===== src/rtl/instr_encode_loader.sv =====
// Symbolic-instruction encoder that streams packed 9-bit words into
// instruction memory for program loading ahead of core release.
module instr_encode_loader #(
    parameter int AW    = 8,
    parameter int DEPTH = 256
) (
    input  logic          clk,
    input  logic          rst_n,
    input  logic          start,
    input  logic          in_valid,
    output logic          in_ready,
    input  logic [3:0]    in_cls,
    input  logic [3:0]    in_a,
    input  logic [2:0]    in_b,
    input  logic          in_last,
    output logic          mem_we,
    output logic [AW-1:0] mem_addr,
    output logic [8:0]    mem_wdata,
    output logic          busy,
    output logic          done,
    output logic          err,
    output logic [AW:0]   words_written
);

    typedef enum logic [1:0] {
        S_IDLE,
        S_LOAD,
        S_DONE
    } state_e;

    localparam logic [AW+1:0] DEPTH_C = (AW+2)'(DEPTH);

    state_e        state_q;
    state_e        state_d;
    logic [AW-1:0] ptr_q;
    logic [AW:0]   ww_q;
    logic          err_q;
    logic          we_q;
    logic          wlast_q;
    logic [AW-1:0] addr_q;
    logic [8:0]    wdata_q;

    logic [5:0]    op;
    logic          legal;
    logic          accept;
    logic          wr_acc;
    logic          bad_last;
    logic          enter_load;
    logic          full_done;
    logic          last_done;
    logic [AW+1:0] occ;

    always_comb begin
        op    = 6'b000000;
        legal = 1'b1;
        unique case (in_cls)
            4'd0: op = {3'b000, in_a[2:0]};
            4'd1: op = 6'b001000;
            4'd2: op = 6'b001001;
            4'd3: op = 6'b001010;
            4'd4: begin
                op    = {2'b01, in_a};
                legal = (in_a[2:0] != 3'b101);
            end
            4'd5: op = {2'b01, in_a[3], 3'b101};
            4'd6: op = {3'b100, in_a[2:0]};
            4'd7: op = {3'b101, in_a[2:0]};
            4'd8: op = {3'b110, in_a[2:0]};
            4'd9: op = {3'b111, in_a[2:0]};
            default: legal = 1'b0;
        endcase
    end

    // Occupancy counts the word still in flight on the write port.
    assign occ        = {1'b0, ww_q} + {{(AW+1){1'b0}}, we_q};
    assign accept     = in_valid & in_ready;
    assign wr_acc     = accept & legal;
    assign bad_last   = accept & ~legal & in_last;
    assign enter_load = start & (state_q != S_LOAD);
    assign full_done  = we_q & (occ == DEPTH_C);
    assign last_done  = we_q & wlast_q;

    always_ff @(posedge clk or negedge rst_n) begin
        if (!rst_n) begin
            state_q <= S_IDLE;
        end else begin
            state_q <= state_d;
        end
    end

    always_comb begin
        state_d = state_q;
        unique case (state_q)
            S_IDLE: begin
                if (start) state_d = S_LOAD;
            end
            S_LOAD: begin
                if (bad_last || last_done || full_done) state_d = S_DONE;
            end
            S_DONE: begin
                if (start) state_d = S_LOAD;
            end
            default: state_d = S_IDLE;
        endcase
    end

    always_comb begin
        busy     = (state_q == S_LOAD);
        done     = (state_q == S_DONE);
        in_ready = (state_q == S_LOAD) && (occ < DEPTH_C);
    end

    always_ff @(posedge clk or negedge rst_n) begin
        if (!rst_n) begin
            ptr_q   <= '0;
            ww_q    <= '0;
            err_q   <= 1'b0;
            we_q    <= 1'b0;
            wlast_q <= 1'b0;
            addr_q  <= '0;
            wdata_q <= '0;
        end else begin
            we_q    <= wr_acc;
            wlast_q <= wr_acc & in_last;
            if (wr_acc) begin
                addr_q  <= ptr_q;
                wdata_q <= {op, in_b};
            end
            if (enter_load) begin
                ptr_q <= '0;
                ww_q  <= '0;
                err_q <= 1'b0;
            end else begin
                if (wr_acc) ptr_q <= ptr_q + AW'(1);
                if (we_q) ww_q <= ww_q + (AW+1)'(1);
                if (accept && !legal) err_q <= 1'b1;
            end
        end
    end

    assign mem_we        = we_q;
    assign mem_addr      = addr_q;
    assign mem_wdata     = wdata_q;
    assign err           = err_q;
    assign words_written = ww_q;

endmodule


===== config.mk =====
export PLATFORM = sky130hd
export DESIGN_NAME = instr_encode_loader
export DESIGN_NICKNAME = d
export VERILOG_FILES = /design/src/rtl/instr_encode_loader.sv
export SDC_FILE = /design/constraint.sdc
export NUM_CORES = 1
export LEC_CHECK = 0
export ABC_AREA = 1
export BUFFER_PORTS_ARGS = -buffer_cell sky130_fd_sc_hd__buf_4
export CAP_MARGIN = 30
export CORE_MARGIN = 2
export CORE_UTILIZATION = 50
export DETAILED_ROUTE_END_ITERATION = 10
export PLACE_DENSITY = 0.72
export RECOVER_POWER = 25
export SYNTH_ARGS = -nofsm -noshare
export SYNTH_HDL_FRONTEND = slang
export SYNTH_SLANG_ARGS = --single-unit

===== constraint.sdc =====
create_clock -name clk -period 2.5 [get_ports clk]
set_clock_uncertainty 0.15 [all_clocks]
set_input_delay 0 -clock clk [delete_from_list [all_inputs] [get_ports clk]]
set_output_delay 0 -clock clk [all_outputs]
set_load 0.05 [all_outputs]

==> metrics.txt, run 1 <==
status completed; total power 2530 µW; crit path DAT 2.42 ns; Reg clk slew, reported paths 0.07 ns; Most used DFF post-synth dfrtp_1; sequential share of power 35.8%; Final ANT Viol Nets 0; Worst Slack Setup Final 0.152 ns; worst reg2reg path endpoint wlast_q; Reg2Reg Depth 11; met3 routed WL 162 µm; top-count cell post-synth nand2_1; DRT met1 WL 2.13 mm; Final Hold Viols 0; chip height 69.1 µm; highest routing layer actually used met4; Yosys top cell by area dfrtp_1; DPL Wire Length 3.35 mm; Max Fclk 0.426 GHz; total gr overflow 0; crit path from words_written[0]; port bufs 46; Unique masters post-synth 31; Rows 23; synth warn 0; share of cells above drive strength 1 20.1%; Logic pwr share 48.9%; Synth Cell Area 2120 µm²; Max VDD drop 0.000720 V; Seq/Total Area, Yosys 46.0%; TritonRoute pass-1 iters 4; CP Launch Type flop; Seq cells post-synth 39; Crit Path Max Fanout 6; area share of the largest cell type after synthesis 46.0%; Reg2Reg Setup Slack 0.15 ns; first-pass GRT wire length 8.44 mm; largest net degree at the start of global routing 40; wire length on met2 2.36 mm; vias per std cell 5.13; H-Tree Depth 2; Post-synth top cells 82 x nand2_1, 39 x dfrtp_1, 35 x nor2_1; Setup CP Type flop to flop; Die Wd 69.1 µm; internal power 1360 µW; Clk pwr share 15.3%; Area growth syn-to-layout 30.2%; initial antenna violation count 0; Post-Place Setup Slack 0.163 ns; HP Class input port to flop; I/O pin cnt 47; antenna diode count 0; number of global-route vias before repair 1962; Worst Hold End mem_wdata[3]; aggregate global-route resource usage 21.7%; endpoints failing setup 0; DP Cell Count 369; GPL Wtd Cong 0.852; Async S/R FF share, synth 100%; Iter 0 DRT Violations 92; worst skew pair latency 0.28 ns; leakage power 0.00139 µW; number of buffers created by CTS 5; relative slew slack 36.7%; hold depth 5; reg2reg start words_written[0]; Clock Path Buffers 2; max_cap viols 0; CTS root buf clkbuf_8; Power Density 917 nW/µm²; Worst setup EP type flop; Syn Nets 297; Worst-Margin Slew 0.950 ns; Tcrit/Tclk final 93.9%; Mapped Cells 277; mean routed wirelength per cell 12.3 µm; clk sink count 39; vias post-DR 2022; CP required 2.57 ns; Setup TNS Final 0 ns; Starting Density 52.6%; post-route design area 2760 µm²; switching share of power 46.2%; post-layout min period 2.35 ns; Placement Cell Area 2500 µm²; final wirelength 4.84 mm; switching power 1170 µW; die area 4780 µm²; TritonCTS clock tree done; net count of the finished layout 364; drc violations 0; HP Start in_cls[1]; core region area 4030 µm²; Post-synth EDFFs 0; max-slew violation count 0; Final Non-Filler Cells 394; Synth area leaders dfrtp_1 46%, nand2_1 15%, nor2_1 6.2%; Synth Area per Inst 7.65 µm²
-- cells by family after synthesis --
kind of cell	synth area share (%)
and+or+nand+nor	31.5
buffers and inverters	8.21
DFF	46.0
AOI/OAI and AO/OA	9.86
xor gates and xnor gates	2.07
adders and majority gates	2.36
-- routing by layer --
layer	up-vias	track usage, %
met5	-	0
met4	0	11.5
met3	21	4.39
met2	49	34.6
met1	934	27.8
li1	1018	-
-- how the worst max path moves through the flow --
| stage | end | cells after the start |
|---|---|---|
| after floorplan | ptr_q[2] | 12 |
| after global placement | ptr_q[7] | 13 |
| after detailed placement | ptr_q[5] | 12 |
| after CTS | wlast_q | 11 |
| after global routing | wlast_q | 11 |
| final | wlast_q | 11 |
-- power groups by stage --
stage / clock, µW / sequential (µW) / combinational (µW)
floorplan: 0 / 1310 / 444
global placement: 0 / 912 / 1190
detailed placement: 0 / 911 / 1210
CTS: 400 / 903 / 1230
global route: 426 / 928 / 1340
finish: 386 / 905 / 1240
-- through the flow --
step	utilization (%)	hold slack, ns
6_report	68.5	0.0114
3_3_place_gp	62.2	-0.150
2_1_floorplan	-	-0.446
3_5_place_dp	62.2	-0.147
5_1_grt	68.5	0.0609
4_1_cts	68.3	0.00797
-- state kept, by name, indices dropped and copies added, names as in the netlist --
| register | flops |
|---|---|
| wlast_q | 1 |
| words_written | 9 |
| ptr_q | 8 |
| mem_addr | 8 |
| mem_wdata | 9 |
| state_q | 2 |
| mem_we | 1 |
| err | 1 |
-- repair_timing --
item	in CTS	in global routing
resized for setup	0	2
hold buffers	17	0
setup endpoints to repair	0	6
endpoints found under the hold margin	52	0
setup buffers	0	1
-- cell usage in the layout, fill, tap and decap left out, types with 4 or more instances in the layout --
| cell | count |
|---|---|
| a21oi_1 | 7 |
| a31oi_1 | 4 |
| buf_4 | 49 |
| clkbuf_8 | 5 |
| dfrtp_1 | 37 |
| dlygate4sd3_1 | 17 |
| inv_1 | 31 |
| nand2_1 | 82 |
| nand3_1 | 15 |
| nand4_1 | 5 |
| nor2_1 | 34 |
| nor3_1 | 5 |
| o21ai_0 | 17 |
| xor2_1 | 4 |
-- worst max-delay path: stages (launching register included) --
cell and delay [ns]:
dfrtp_2 0.40, ha_2 0.21, ha_1 0.18, nand3_2 0.12, inv_2 0.11, nand2_1 0.07
nand2_1 0.07, nand2_2 0.06, nor2_4 0.15, nand3_4 0.12, nor2_1 0.11, dlygate4sd3_1 0.55
-- area by class of cell --
cell class | instances | area (µm²)
Fill cell | 359 | 1270
Sequential cell | 39 | 978
Multi-Input combinational cell | 198 | 975
Timing Repair Buffer | 67 | 543
Inverter | 33 | 124
Clock buffer | 7 | 76.3
Tap cell | 50 | 62.6
No activity file was read; power rests on OpenSTA's default activity.
==> run 2, diff against run 1 <==
==> constraint.sdc (replaced) <==
create_clock -name clk -period 2.37 [get_ports clk]
set_clock_uncertainty 0.15 [all_clocks]
set_input_delay 0 -clock clk [delete_from_list [all_inputs] [get_ports clk]]
set_output_delay 0 -clock clk [all_outputs]
set_load 0.05 [all_outputs]
==> run 2 against run 1 <==
Net effect:
- sequential power grew 6.1%
- largest cell class is now multi-input gates
- count of clock-buffer cells in the layout shrank 1
- non-clock buffer count shrank 1
- die area is the same
- critical path type unchanged
==> metrics.txt, run 2 (same netlist as run 1, synthesis figures left out) <==
CP required 2.38 ns; final wirelength 5.03 mm; Crit Path Max Fanout 31; vias post-DR 2005; worst skew pair latency 0.29 ns; Setup CP Type flop to flop; max-slew violation count 0; TritonRoute pass-1 iters 4; total power 2680 µW; core region area 4030 µm²; antenna diode count 0; aggregate global-route resource usage 22.5%; RSZ-0062 raised after global routing false; Clock Path Buffers 2; reg2reg start mem_we; HP Class input port to flop; Worst setup EP type flop; worst reg2reg path endpoint ptr_q[7]; CP Launch Type flop; leading cell types in the layout, fill and taps excluded 81 x nand2_1, 47 x buf_4, 36 x dfrtp_1, 34 x nor2_1, 32 x inv_1; TritonCTS clock tree done; commonest non-fill, non-tap cell in the layout nand2_1; Tcrit/Tclk final 90.7%; H-Tree Depth 2; Die Wd 69.1 µm; endpoints failing setup 0; Reg2Reg Setup Slack 0.22 ns; CTS root buf clkbuf_8; Reg2Reg Depth 13; final core occ 69.0%; first-pass GRT wire length 8.69 mm; Worst-Margin Slew 0.944 ns; crit path DAT 2.16 ns; chip height 69.1 µm; Final ANT Viol Nets 0; net count of the finished layout 363; FILL cells 351; Final Hold Viols 0; Max VDD drop 0.000561 V; Setup TNS Final 0 ns; share of cells above drive strength 1 20.2%; DP Cell Count 369; number of global-route vias before repair 1924; number of buffers created by CTS 5; port bufs 46; Final Non-Filler Cells 392; DPL Wire Length 3.42 mm; total gr overflow 0; max_cap viols 0; Rows 23; leakage power 0.00139 µW; clk sink count 39; I/O pin cnt 47; drc violations 0; Iter 0 DRT Violations 119; largest net degree at the start of global routing 40; GPL Wtd Cong 0.874; Max Fclk 0.465 GHz; die area 4780 µm²; Worst Slack Setup Final 0.220 ns; Starting Density 52.6%; hold depth 5; Reg clk slew, reported paths 0.07 ns; Power Density 964 nW/µm²; Area growth syn-to-layout 31.1%; vias per std cell 5.11; Post-Place Setup Slack 0.171 ns; relative slew slack 37.1%; Worst Hold End mem_wdata[8]; post-layout min period 2.15 ns; mean routed wirelength per cell 12.8 µm; initial antenna violation count 0; HP Start in_cls[1]; status completed; post-CTS setup buffers 0
run 2: per-layer routing:
layer	global-route usage (%)	part of all wire, %	up-vias	routed length (µm)
li1	-	-	1022	-
met1	28.7	44	926	2200
met2	38.4	50	51	2530
met3	4.53	4.8	6	244
met4	6.75	1.1	0	56
met5	0	0	-	0
run 2: critical path: stages (launching register included):
cell	delay (ns)
dfrtp_4	0.49
ha_4	0.18
ha_1	0.20
nand3_2	0.10
inv_1	0.09
nand2_1	0.08
nand2_1	0.06
nand2_2	0.08
nor2_4	0.05
nand3_4	0.10
buf_12	0.18
nand2_2	0.09
nand2_1	0.07
o21ai_0	0.08
run 2: cell type report:
| type | count | area, µm² | share of cell area [%] |
|---|---|---|---|
| multi-input combinational | 198 | 987 | 35.5 |
| sequential | 39 | 982 | 35.3 |
| timing repair buffer | 66 | 548 | 19.7 |
| inverter | 33 | 126 | 4.55 |
| clock buffer | 6 | 72.6 | 2.61 |
| tap | 50 | 62.6 | 2.25 |
run 2: repair_timing:
| item | in CTS | in global routing |
|---|---|---|
| gates resized for setup | 0 | 3 |
| endpoints found under the hold margin | 52 | 0 |
| hold buffers | 17 | 0 |
| setup endpoints to repair | 0 | 5 |
run 2: how the worst max path moves through the flow:
stage | endpoint | slack (ns) | from | cells past startpoint
6_report | ptr_q[7] | 0.22 | mem_we | 13
5_1_grt | ptr_q[3] | 0.02 | mem_we | 13
4_1_cts | ptr_q[3] | 0.15 | mem_we | 12
3_5_place_dp | ptr_q[3] | 0.17 | mem_we | 12
3_3_place_gp | ptr_q[3] | 0.22 | mem_we | 12
2_1_floorplan | ptr_q[2] | 0.01 | words_written[0] | 12
run 2: power by group:
group	internal, µW	total [µW]	switching (µW)
Clock	196	411	215
Combinational	403	1310	905
Sequential	835	960	125
Total	1430	2680	1250
run 2: through the flow:
stage               hold WS (ns)  cell area (µm²)
global placement          -0.148             2530
detailed placement        -0.146             2530
finish                    0.0500             2780
floorplan                 -0.446             2140
CTS                       0.0359             2780
global route              0.0876             2780
==> run 3, diff against run 2 <==
==> constraint.sdc (replaced) <==
create_clock -name clk -period 2.37 [get_ports clk]
set_clock_uncertainty 0.15 [all_clocks]
set_input_delay 0.5925 -clock clk [delete_from_list [all_inputs] [get_ports clk]]
set_output_delay 0.5925 -clock clk [all_outputs]
set_load 0.05 [all_outputs]
==> run 3 against run 2 <==
Net effect:
- the flow now finishes with violations (setup timing)
- sequential share of layout area grew 1.2 points
- cell area shrank 3.2%
- non-clock buffer count shrank 10
- die area is the same
- sequential cell count is the same
- clock power grew 5.4%
- count of clock-buffer cells in the layout grew 1
- sequential power shrank 0.5%
- critical path type is now flop to output pin
==> metrics.txt, run 3 (same netlist as run 1, synthesis figures left out) <==
status finished, violations left; failing checks setup timing; DPL Wire Length 3.33 mm; Worst Slack Setup Final -0.0460 ns; max-slew violation count 0; commonest non-fill, non-tap cell in the layout nand2_1; chip height 69.1 µm; post-route design area 2690 µm²; mean routed wirelength per cell 11.9 µm; worst reg2reg path endpoint ptr_q[3]; worst skew pair latency 0.29 ns; Tcrit/Tclk final 102%; switching power 1250 µW; largest net degree at the start of global routing 40; Max Fclk 0.414 GHz; vias per std cell 5.06; H-Tree Depth 2; Placement Cell Area 2540 µm²; CTS root buf clkbuf_8; I/O pin cnt 47; worst hold margin 0.285 ns; reg2reg start mem_we; vias post-DR 1943; drc violations 0; CP endpoint in_ready; antenna diode count 0; TritonRoute pass-1 iters 4; max_cap viols 0; Max VDD drop 0.000698 V; CP Launch Type flop; core region area 4030 µm²; post-layout min period 2.42 ns; leading cell types in the layout, fill and taps excluded 80 x nand2_1, 54 x buf_4, 36 x dfrtp_1, 34 x nor2_1, 31 x inv_1; Worst setup EP type output pin; net count of the finished layout 353; crit path from mem_we; Setup CP Type flop to output pin; Clock Path Buffers 2; GPL Wtd Cong 0.867; Logic pwr share 48.8%; final wirelength 4.59 mm; Reg clk slew, reported paths 0.07 ns; RSZ-0062 raised after global routing true; FILL cells 367; Iter 0 DRT Violations 68; Final Hold Viols 0; number of global-route vias before repair 1797; Final ANT Viol Nets 0; internal power 1450 µW; relative slew slack 36.7%; Setup TNS Final -0.0460 ns; sequential share of power 35.3%; Starting Density 52.6%; Reg2Reg Setup Slack 0.17 ns; Die Wd 69.1 µm; total power 2710 µW; Crit Path Max Fanout 4; total gr overflow 0; endpoints failing setup 1; share of cells above drive strength 1 24.3%; switching share of power 46.3%; clk sink count 39; die area 4780 µm²; CP required 1.63 ns; HP Class input port to async pin; Rows 23; Post-Place Setup Slack 0.0578 ns; aggregate global-route resource usage 20.5%; Clk pwr share 16.0%; TritonCTS clock tree done; Power Density 1010 nW/µm²; first-pass GRT wire length 8.04 mm; initial antenna violation count 0; number of buffers created by CTS 5; crit path DAT 1.67 ns; Reg2Reg Depth 13; port bufs 46; Area growth syn-to-layout 27.0%; leakage power 0.00135 µW; Worst-Margin Slew 0.949 ns
## run 3: what timing repair did
item / in CTS / in global routing
hold buffers: 0 / 0
buffers inserted: 3 / 2
pin swaps: 2 / 2
gates resized for setup: 5 / 5
setup endpoints to repair: 1 / 5
## run 3: metal layers
layer	global-route usage, %	vias up	part of all wire [%]
met5	0	-	0
met4	5.45	0	1.0
met3	4.39	5	4.5
li1	-	1002	-
met1	26.6	893	46
met2	34.8	43	48
## run 3: final cells by class
type	count	area, µm²	area share [%]
Clock buffer	7	76.3	2.84
Clock inverter	1	5.00	0.186
Inverter	33	129	4.79
Multi-Input combinational cell	198	1010	37.7
Sequential cell	39	982	36.5
Tap cell	50	62.6	2.32
Timing Repair Buffer	56	422	15.7
## run 3: power by group through the flow
| stage | registers, µW | clock network, µW | logic [µW] |
|---|---|---|---|
| 6_report | 955 | 433 | 1320 |
| 5_1_grt | 980 | 475 | 1430 |
| 4_1_cts | 954 | 444 | 1340 |
| 3_5_place_dp | 965 | 0 | 1290 |
| 3_3_place_gp | 966 | 0 | 1270 |
| 2_1_floorplan | 1390 | 0 | 468 |
## run 3: worst max-delay path, stage by stage (launching register included)
cell     delay, ns
dfrtp_4       0.49
ha_4          0.18
ha_4          0.16
nand3_4       0.09
inv_4         0.05
nand3_2       0.05
nand2_2       0.06
nor2_4        0.12
buf_6         0.16
## run 3: worst min-delay path by stage
stage,end,slack (ns)
2_1_floorplan,err,0.15
3_3_place_gp,mem_wdata[5],0.32
3_5_place_dp,mem_addr[2],0.32
4_1_cts,mem_addr[5],0.13
5_1_grt,mem_wdata[0],0.35
6_report,mem_addr[1],0.28
## run 3: through the flow
stage / cells / util [%]
final: 384 / 66.8
after global placement: 371 / 63.0
after floorplan: 277 / -
after detailed placement: 371 / 63.0
after global routing: 384 / 66.8
after CTS: 382 / 66.1
